File: src/rtl/fetch_pkg.sv
// Shared types for the fetch request path: FSM states, bus widths and the
// bundle of registered sequencer outputs.
package fetch_pkg;

    localparam int ADDR_W = 64;
    localparam int LEN_W  = 36;

    typedef enum logic [2:0] {
        IDLE,
        INIT,
        WAIT,
        ISSUE,
        UPD,
        DRAIN
    } seq_state_e;

    // Every registered output of the sequencer, so the FSM can update them as one value
    typedef struct packed {
        logic              cmd_done;
        logic              inc_initialize;
        logic [ADDR_W-1:0] inc_address;
        logic [LEN_W-1:0]  inc_length;
        logic              inc_init_complete;
        logic              inc_update;
        logic [LEN_W-1:0]  inc_size;
        logic              req_valid;
        logic [ADDR_W-1:0] req_address;
        logic [LEN_W-1:0]  req_bytes;
    } seq_out_t;

endpackage

File: src/rtl/fetch_request_sequencer_if.sv
// Descriptor, incrementer-control, burst-request and response signals of the
// fetch request sequencer. The master modport is the sequencer side.
interface fetch_request_sequencer_if;
    import fetch_pkg::*;

    logic              cmd_valid;
    logic              cmd_ready;
    logic [ADDR_W-1:0] cmd_address;
    logic [LEN_W-1:0]  cmd_length;
    logic              cmd_done;

    logic              inc_initialize;
    logic [ADDR_W-1:0] inc_address;
    logic [LEN_W-1:0]  inc_length;
    logic              inc_init_complete;
    logic              inc_update;
    logic [LEN_W-1:0]  inc_size;
    logic [ADDR_W-1:0] inc_cur_address;
    logic [LEN_W-1:0]  inc_cur_length;
    logic              inc_valid;
    logic              inc_complete;

    logic              req_valid;
    logic              req_ready;
    logic [ADDR_W-1:0] req_address;
    logic [LEN_W-1:0]  req_bytes;

    logic              rsp_done;
    logic              protocol_err;

    modport master (
        input  cmd_valid, cmd_address, cmd_length,
        output cmd_ready, cmd_done,
        output inc_initialize, inc_address, inc_length, inc_init_complete,
        output inc_update, inc_size,
        input  inc_cur_address, inc_cur_length, inc_valid, inc_complete,
        output req_valid, req_address, req_bytes,
        input  req_ready, rsp_done,
        output protocol_err
    );

    modport slave (
        output cmd_valid, cmd_address, cmd_length,
        input  cmd_ready, cmd_done,
        input  inc_initialize, inc_address, inc_length, inc_init_complete,
        input  inc_update, inc_size,
        output inc_cur_address, inc_cur_length, inc_valid, inc_complete,
        input  req_valid, req_address, req_bytes,
        output req_ready, rsp_done,
        input  protocol_err
    );

endinterface

File: src/rtl/burst_size_calc.sv
// Combinational burst sizer: the smaller of remaining length, the burst cap
// and the distance to the next page boundary. Shared with the write path.
module burst_size_calc
    import fetch_pkg::*;
#(
    parameter int BURST_BYTES    = 512,
    parameter int BOUNDARY_BYTES = 4096
) (
    input  logic [$clog2(BOUNDARY_BYTES)-1:0] offset,
    input  logic [LEN_W-1:0]                  length,
    output logic [LEN_W-1:0]                  size
);

    localparam logic [LEN_W-1:0] BURST_L = LEN_W'(BURST_BYTES);
    localparam logic [LEN_W-1:0] BOUND_L = LEN_W'(BOUNDARY_BYTES);

    logic [LEN_W-1:0] to_boundary;
    logic [LEN_W-1:0] cap;

    always_comb begin
        to_boundary = BOUND_L - LEN_W'(offset);
        cap         = (to_boundary < BURST_L) ? to_boundary : BURST_L;
        size        = (length < cap) ? length : cap;
    end

endmodule

File: src/rtl/fetch_request_sequencer.sv
// Drives the address incrementer to split one fetch descriptor into
// page-safe read bursts, bounding in-flight bursts and reporting completion.
module fetch_request_sequencer
    import fetch_pkg::*;
#(
    parameter int BURST_BYTES     = 512,
    parameter int BOUNDARY_BYTES  = 4096,
    parameter int MAX_OUTSTANDING = 4,
    parameter int OUT_W           = 3
) (
    input logic clk,
    input logic rst,
    fetch_request_sequencer_if.master bus
);

    localparam int              OFF_W   = $clog2(BOUNDARY_BYTES);
    localparam logic [OUT_W-1:0] MAX_OUT = OUT_W'(MAX_OUTSTANDING);

    seq_state_e       state_q, state_d;
    seq_out_t         out_q, out_d;
    logic [OUT_W-1:0] outstanding_q;
    logic             protocol_err_q;
    logic [LEN_W-1:0] burst_size;
    logic             req_fire;

    burst_size_calc #(
        .BURST_BYTES   (BURST_BYTES),
        .BOUNDARY_BYTES(BOUNDARY_BYTES)
    ) u_size (
        .offset(bus.inc_cur_address[OFF_W-1:0]),
        .length(bus.inc_cur_length),
        .size  (burst_size)
    );

    assign req_fire = out_q.req_valid & bus.req_ready;

    // NOTE: sequential state uses non-blocking assignments so every register
    // samples pre-edge values regardless of block ordering.
    always_ff @(posedge clk) begin
        // NOTE: reset is synchronous; all state and outputs clear, dropping any pending request.
        if (rst) begin
            state_q <= IDLE;
            out_q   <= '0;
        end else begin
            state_q <= state_d;
            out_q   <= out_d;
        end
    end

    always_comb begin
        // NOTE: defaults first, so no path through the case can infer a latch.
        state_d              = state_q;
        out_d                = out_q;
        out_d.cmd_done       = 1'b0;
        out_d.inc_initialize = 1'b0;
        out_d.inc_update     = 1'b0;

        case (state_q)
            IDLE: begin
                if (bus.cmd_valid) begin
                    out_d.inc_initialize    = 1'b1;
                    out_d.inc_address       = bus.cmd_address;
                    out_d.inc_length        = bus.cmd_length;
                    out_d.inc_init_complete = (bus.cmd_length == '0);
                    state_d                 = INIT;
                end
            end
            INIT: state_d = WAIT;
            WAIT: begin
                if (bus.inc_valid && bus.inc_complete) begin
                    state_d = DRAIN;
                end else if (bus.inc_valid && (outstanding_q < MAX_OUT)) begin
                    out_d.req_valid   = 1'b1;
                    out_d.req_address = bus.inc_cur_address;
                    out_d.req_bytes   = burst_size;
                    state_d           = ISSUE;
                end
            end
            ISSUE: begin
                if (bus.req_ready) begin
                    out_d.req_valid  = 1'b0;
                    out_d.inc_update = 1'b1;
                    out_d.inc_size   = out_q.req_bytes;
                    state_d          = UPD;
                end
            end
            UPD: state_d = WAIT;
            DRAIN: begin
                if (outstanding_q == '0) begin
                    out_d.cmd_done = 1'b1;
                    state_d        = IDLE;
                end
            end
            default: state_d = IDLE;
        endcase
    end

    // A burst issued and a response in the same cycle cancel out
    always_ff @(posedge clk) begin
        if (rst) begin
            outstanding_q  <= '0;
            protocol_err_q <= 1'b0;
        end else if (req_fire && !bus.rsp_done) begin
            outstanding_q <= outstanding_q + OUT_W'(1);
        end else if (!req_fire && bus.rsp_done) begin
            if (outstanding_q == '0) protocol_err_q <= 1'b1;
            else                     outstanding_q  <= outstanding_q - OUT_W'(1);
        end
    end

    assign bus.cmd_ready         = (state_q == IDLE);
    assign bus.cmd_done          = out_q.cmd_done;
    assign bus.inc_initialize    = out_q.inc_initialize;
    assign bus.inc_address       = out_q.inc_address;
    assign bus.inc_length        = out_q.inc_length;
    assign bus.inc_init_complete = out_q.inc_init_complete;
    assign bus.inc_update        = out_q.inc_update;
    assign bus.inc_size          = out_q.inc_size;
    assign bus.req_valid         = out_q.req_valid;
    assign bus.req_address       = out_q.req_address;
    assign bus.req_bytes         = out_q.req_bytes;
    assign bus.protocol_err      = protocol_err_q;

endmodule

File: src/flat_wrapper.sv
// flat-port wrapper written by rule: the top's interface ports become plain ports
module fetch_request_sequencer_flat import fetch_pkg::*;
#(
    parameter int BURST_BYTES     = 512,
    parameter int BOUNDARY_BYTES  = 4096,
    parameter int MAX_OUTSTANDING = 4,
    parameter int OUT_W           = 3
)
  (clk, rst, bus_cmd_valid, bus_cmd_address, bus_cmd_length, bus_cmd_ready, bus_cmd_done, bus_inc_initialize, bus_inc_address, bus_inc_length, bus_inc_init_complete, bus_inc_update, bus_inc_size, bus_inc_cur_address, bus_inc_cur_length, bus_inc_valid, bus_inc_complete, bus_req_valid, bus_req_address, bus_req_bytes, bus_req_ready, bus_rsp_done, bus_protocol_err);
  fetch_request_sequencer_if bus_i ();
  input logic clk;
  input logic rst;
  input wire logic [$bits(bus_i.cmd_valid)-1:0] bus_cmd_valid;
  input wire logic [$bits(bus_i.cmd_address)-1:0] bus_cmd_address;
  input wire logic [$bits(bus_i.cmd_length)-1:0] bus_cmd_length;
  output wire logic [$bits(bus_i.cmd_ready)-1:0] bus_cmd_ready;
  output wire logic [$bits(bus_i.cmd_done)-1:0] bus_cmd_done;
  output wire logic [$bits(bus_i.inc_initialize)-1:0] bus_inc_initialize;
  output wire logic [$bits(bus_i.inc_address)-1:0] bus_inc_address;
  output wire logic [$bits(bus_i.inc_length)-1:0] bus_inc_length;
  output wire logic [$bits(bus_i.inc_init_complete)-1:0] bus_inc_init_complete;
  output wire logic [$bits(bus_i.inc_update)-1:0] bus_inc_update;
  output wire logic [$bits(bus_i.inc_size)-1:0] bus_inc_size;
  input wire logic [$bits(bus_i.inc_cur_address)-1:0] bus_inc_cur_address;
  input wire logic [$bits(bus_i.inc_cur_length)-1:0] bus_inc_cur_length;
  input wire logic [$bits(bus_i.inc_valid)-1:0] bus_inc_valid;
  input wire logic [$bits(bus_i.inc_complete)-1:0] bus_inc_complete;
  output wire logic [$bits(bus_i.req_valid)-1:0] bus_req_valid;
  output wire logic [$bits(bus_i.req_address)-1:0] bus_req_address;
  output wire logic [$bits(bus_i.req_bytes)-1:0] bus_req_bytes;
  input wire logic [$bits(bus_i.req_ready)-1:0] bus_req_ready;
  input wire logic [$bits(bus_i.rsp_done)-1:0] bus_rsp_done;
  output wire logic [$bits(bus_i.protocol_err)-1:0] bus_protocol_err;
  assign bus_i.cmd_valid = bus_cmd_valid;
  assign bus_i.cmd_address = bus_cmd_address;
  assign bus_i.cmd_length = bus_cmd_length;
  assign bus_cmd_ready = bus_i.cmd_ready;
  assign bus_cmd_done = bus_i.cmd_done;
  assign bus_inc_initialize = bus_i.inc_initialize;
  assign bus_inc_address = bus_i.inc_address;
  assign bus_inc_length = bus_i.inc_length;
  assign bus_inc_init_complete = bus_i.inc_init_complete;
  assign bus_inc_update = bus_i.inc_update;
  assign bus_inc_size = bus_i.inc_size;
  assign bus_i.inc_cur_address = bus_inc_cur_address;
  assign bus_i.inc_cur_length = bus_inc_cur_length;
  assign bus_i.inc_valid = bus_inc_valid;
  assign bus_i.inc_complete = bus_inc_complete;
  assign bus_req_valid = bus_i.req_valid;
  assign bus_req_address = bus_i.req_address;
  assign bus_req_bytes = bus_i.req_bytes;
  assign bus_i.req_ready = bus_req_ready;
  assign bus_i.rsp_done = bus_rsp_done;
  assign bus_protocol_err = bus_i.protocol_err;
  fetch_request_sequencer #(.BURST_BYTES(BURST_BYTES), .BOUNDARY_BYTES(BOUNDARY_BYTES), .MAX_OUTSTANDING(MAX_OUTSTANDING), .OUT_W(OUT_W)) u_core (.clk(clk), .rst(rst), .bus(bus_i));
endmodule
File: config.mk
export PLATFORM = sky130hd
export DESIGN_NAME = fetch_request_sequencer_flat
export DESIGN_NICKNAME = d
export VERILOG_FILES = /design/src/rtl/fetch_pkg.sv /design/src/rtl/fetch_request_sequencer_if.sv /design/src/rtl/burst_size_calc.sv /design/src/rtl/fetch_request_sequencer.sv /design/src/flat_wrapper.sv
export SDC_FILE = /design/constraint.sdc
export NUM_CORES = 1
export LEC_CHECK = 0
export ABC_AREA = 1
export CAP_MARGIN = 20
export CORE_AREA = 2 2 173 175
export DETAILED_ROUTE_END_ITERATION = 10
export DIE_AREA = 0 0 175 177
export DONT_BUFFER_PORTS = 1
export GPL_ROUTABILITY_DRIVEN = 0
export HOLD_SLACK_MARGIN = 0.03
export PLACE_DENSITY_LB_ADDON = 0.3
export SYNTH_ARGS = -nofsm -noshare
export SYNTH_HDL_FRONTEND = slang
export SYNTH_SLANG_ARGS = --single-unit
File: constraint.sdc
create_clock -name clk -period 3.6 [get_ports clk]
set_clock_uncertainty 0.15 [all_clocks]
set_input_delay 0.54 -clock clk [delete_from_list [all_inputs] [get_ports clk]]
set_output_delay 0.54 -clock clk [all_outputs]
set_load 0.02 [all_outputs]
==> results.md <==
- Outcome: finished clean
- Fillcell total: about 2,900
- Max VDD drop: ~0.36 mV
- Pwr Total: ~8 mW
- P per Cell Area: between 600 and 700 nW/um2
- CTS sink cnt: 248
- Post-synth EDFFs: 0
- Mean routed wirelength per cell: around 17 um
- Internal reg-to-reg setup slack: 1030 ps
- Vias in the first global route: between 8,000 and 9,000
- CTS tree: yes
- Tmin final: ~3300 ps
- Maximum number of pins on one net before global-route repair: approximately 110
- RR Startpoint: u_core.state_q[1]
- WHS Path Cells: 2
- WS Path Type: in2reg
- WHS: around 53 ps
- CP Capture Type: register
- Root buffer cell: clkbuf_16
- Max cap viols: 0
- Final WL: 30.0 mm
- Vias/cell: 4.94
- Final hold vios: 0
- Sequential Area: between 4000 and 5000 um2
- Max_slew headroom: roughly a quarter
- Multi-input logic area: between 3000 and 4000 um2
- Port Buffers: 0
- Detailed Routing Iterations Pass 1: 6
- Least-Margin Pin Slew: roughly 1100 ps
- First-pass GRT wire length: approximately 45 mm
- Required time worst endpoint: ~3900 ps
- Synth Flop Type: dfxtp_1
- # nets final: approximately 1,600
- DRT antenna net count: 0
- Register bit total from synthesis: between 200 and 250
- Commonest non-fill, non-tap cell in the layout: nor2_1
- DR iter-0 viols: 600
- Ports: 450
- Yosys warning total: 0
- Hold path startpoint: bus_inc_cur_address[4]
- Full die area: roughly 31,000 um2
- Initial Utilization: 31.7%
- Clock buffer depth: 3
- CP max FO: 11
- Initial antenna violation count: 1
- DIE HEIGHT: around 180 um
- Area delta synth->final: 30.7%
- Hold Path End: u_core.bus.req_address[4]
- GR Util All Layers: around 18%
- DR vias: approximately 8,600
- Core area: approximately 30,000 um2
- Critical Path AT: between 3000 and 4000 ps
- Die width: ~180 um
- Async set or reset register ratio after synthesis: 0%
- Clock Latency Late Sink: about 530 ps
- Remaining DRCs: 0
- Final Slew Violations: 0
- CTS H-tree lvls: 1
- Num rows: 63
- CTS clk-pin slew, worst paths: 60 ps
- Fmax: around 300 MHz
- Unique masters post-synth: 34
- Placed Instances: ~1,500
- R2R Path End: u_core.bus.inc_size[21]
- Layout cell share with drive strength beyond 1: between 5 and 6%
- Length in cells of the worst reg-to-reg path: 9
- Fin util: a little over 40%
- Cells after synthesis: roughly 1,200
- Most frequent cells in the layout: nor2_1, dfxtp_1, o21ai_0
- CTS buffer count: 27
- Final HPWL DP: 18.8 mm
- Synth Cell Area: approximately 9300 um2
- Final setup violating endpoints: 0
- Sequential area share after synthesis: 53.5%
- Mean Syn Cell Area: around 7.7 um2
- Worst hold path type: in2reg
- Layout Cells excl Fill: 1,739
- Fin crit share: approximately 92%
- LEAKAGE: 5.02 nW
- Congestion Overflow GR: 0
- Crit start category: input port
## per-layer routing
| metal | vias up | part of all wire, % | track usage [%] |
|---|---|---|---|
| met4 | 0 | 4.1 | 7.43 |
| met1 | 3984 | 39 | 20.6 |
| met3 | 70 | 8.1 | 4.88 |
| met2 | 373 | 49 | 30.5 |
| li1 | 4159 | - | - |
| met5 | - | 0 | 0 |
## Yosys cell counts (all sizes together), types with 2 or more instances
cell | n | area [um2]
nand3b | 2 | 15.0
nand2 | 93 | 357
nand4 | 5 | 31.3
ha | 14 | 175
nor4 | 13 | 81.3
buf | 15 | 78.8
a21oi | 35 | 175
o21ai | 198 | 991
nor2 | 337 | 1300
o211ai | 2 | 15.0
dfxtp | 248 | 4960
xor2 | 2 | 17.5
clkbuf | 63 | 238
nor3 | 30 | 150
or2 | 2 | 12.5
inv | 70 | 263
nand3 | 68 | 345
## layout make-up
type / count / share of cell area [%]
Clock buffer: 39 / 6.52
Inverter: 70 / 2.19
Clock inverter: 7 / 0.980
Antenna cell: 1 / 0.0206
Tap cell: 390 / 4.03
Multi-Input combinational cell: 811 / 31.1
Timing Repair Buffer: 173 / 14.2
Sequential cell: 248 / 41.0
## where the power goes
part / leakage (nW) / switching (mW) / internal (mW)
registers: 2.02 / 0.787 / 3.16
logic: 2.55 / 0.777 / 0.422
clock network: 0.440 / 1.11 / 1.73
## how the worst max path moves through the flow
stage / depth (start not counted) / to / slack (ps) / startpoint
6_report: 22 / u_core.bus.req_bytes[10] / 280 / bus_inc_cur_address[1]
5_1_grt: 22 / u_core.bus.req_bytes[10] / -50 / bus_inc_cur_address[1]
4_1_cts: 21 / u_core.bus.req_bytes[10] / 70 / bus_inc_cur_address[1]
3_5_place_dp: 20 / u_core.bus.req_bytes[11] / 20 / bus_inc_cur_address[0]
3_3_place_gp: 21 / u_core.bus.req_bytes[11] / 70 / bus_inc_cur_address[0]
2_1_floorplan: 21 / u_core.bus.req_bytes[0] / 280 / bus_inc_cur_address[0]
## worst max-delay path, stage by stage
cell and delay [ps]:
dlygate4sd3_1 550, inv_1 80, ha_2 200, nand2_2 80
nor2_2 100, nand2_1 60, nand2_1 50, nand3_1 70
nor2_2 100, and2_4 200, nand3_1 100, ha_1 300
a21oi_1 130, o21ai_0 100, nand2_1 70, o211ai_1 80
nor3_1 180, buf_4 190, nand2_4 110, inv_1 110
nand3_1 90, a21oi_2 150
## stage by stage
| stage | setup TNS [ps] | worst slack [ps] | area (um2) |
|---|---|---|---|
| CTS | 0 | 67.9 | 12100 |
| global placement | 0 | 69.8 | 9540 |
| finish | 0 | 276 | 12100 |
| global route | -274 | -54.3 | 12100 |
| detailed placement | 0 | 20.4 | 9540 |
| floorplan | 0 | 283 | 9280 |
## sequential cells by signal (all words and copies together) (netlist names), 3 cells and up
name / cells
u_core.bus.inc_length: 36
u_core.state_q: 3
u_core.bus.inc_address: 64
u_core.bus.req_bytes: 36
u_core.bus.req_address: 64
u_core.outstanding_q: 3
u_core.bus.inc_size: 36
## timing repair
item                       CTS  global route
hold endpoints to repair   201             0
resized for setup            0             6
hold buffers               161             0
setup endpoints to repair    0            12
setup buffers                0             3
## cells by family (layout without fill, tap and decap cells)
kind of cell / Yosys count / count (layout) / share of synthesized area, %
simple gates: 553 / 554 / 24.9
flops: 248 / 248 / 53.5
compound gates: 237 / 237 / 12.9
buf+inv: 148 / 289 / 6.24
fa+ha+maj: 15 / 15 / 2.10
xor+xnor: 3 / 3 / 0.283
other cells: 1 / 3 / 0.0404
Power figures use the tool's default switching activity.
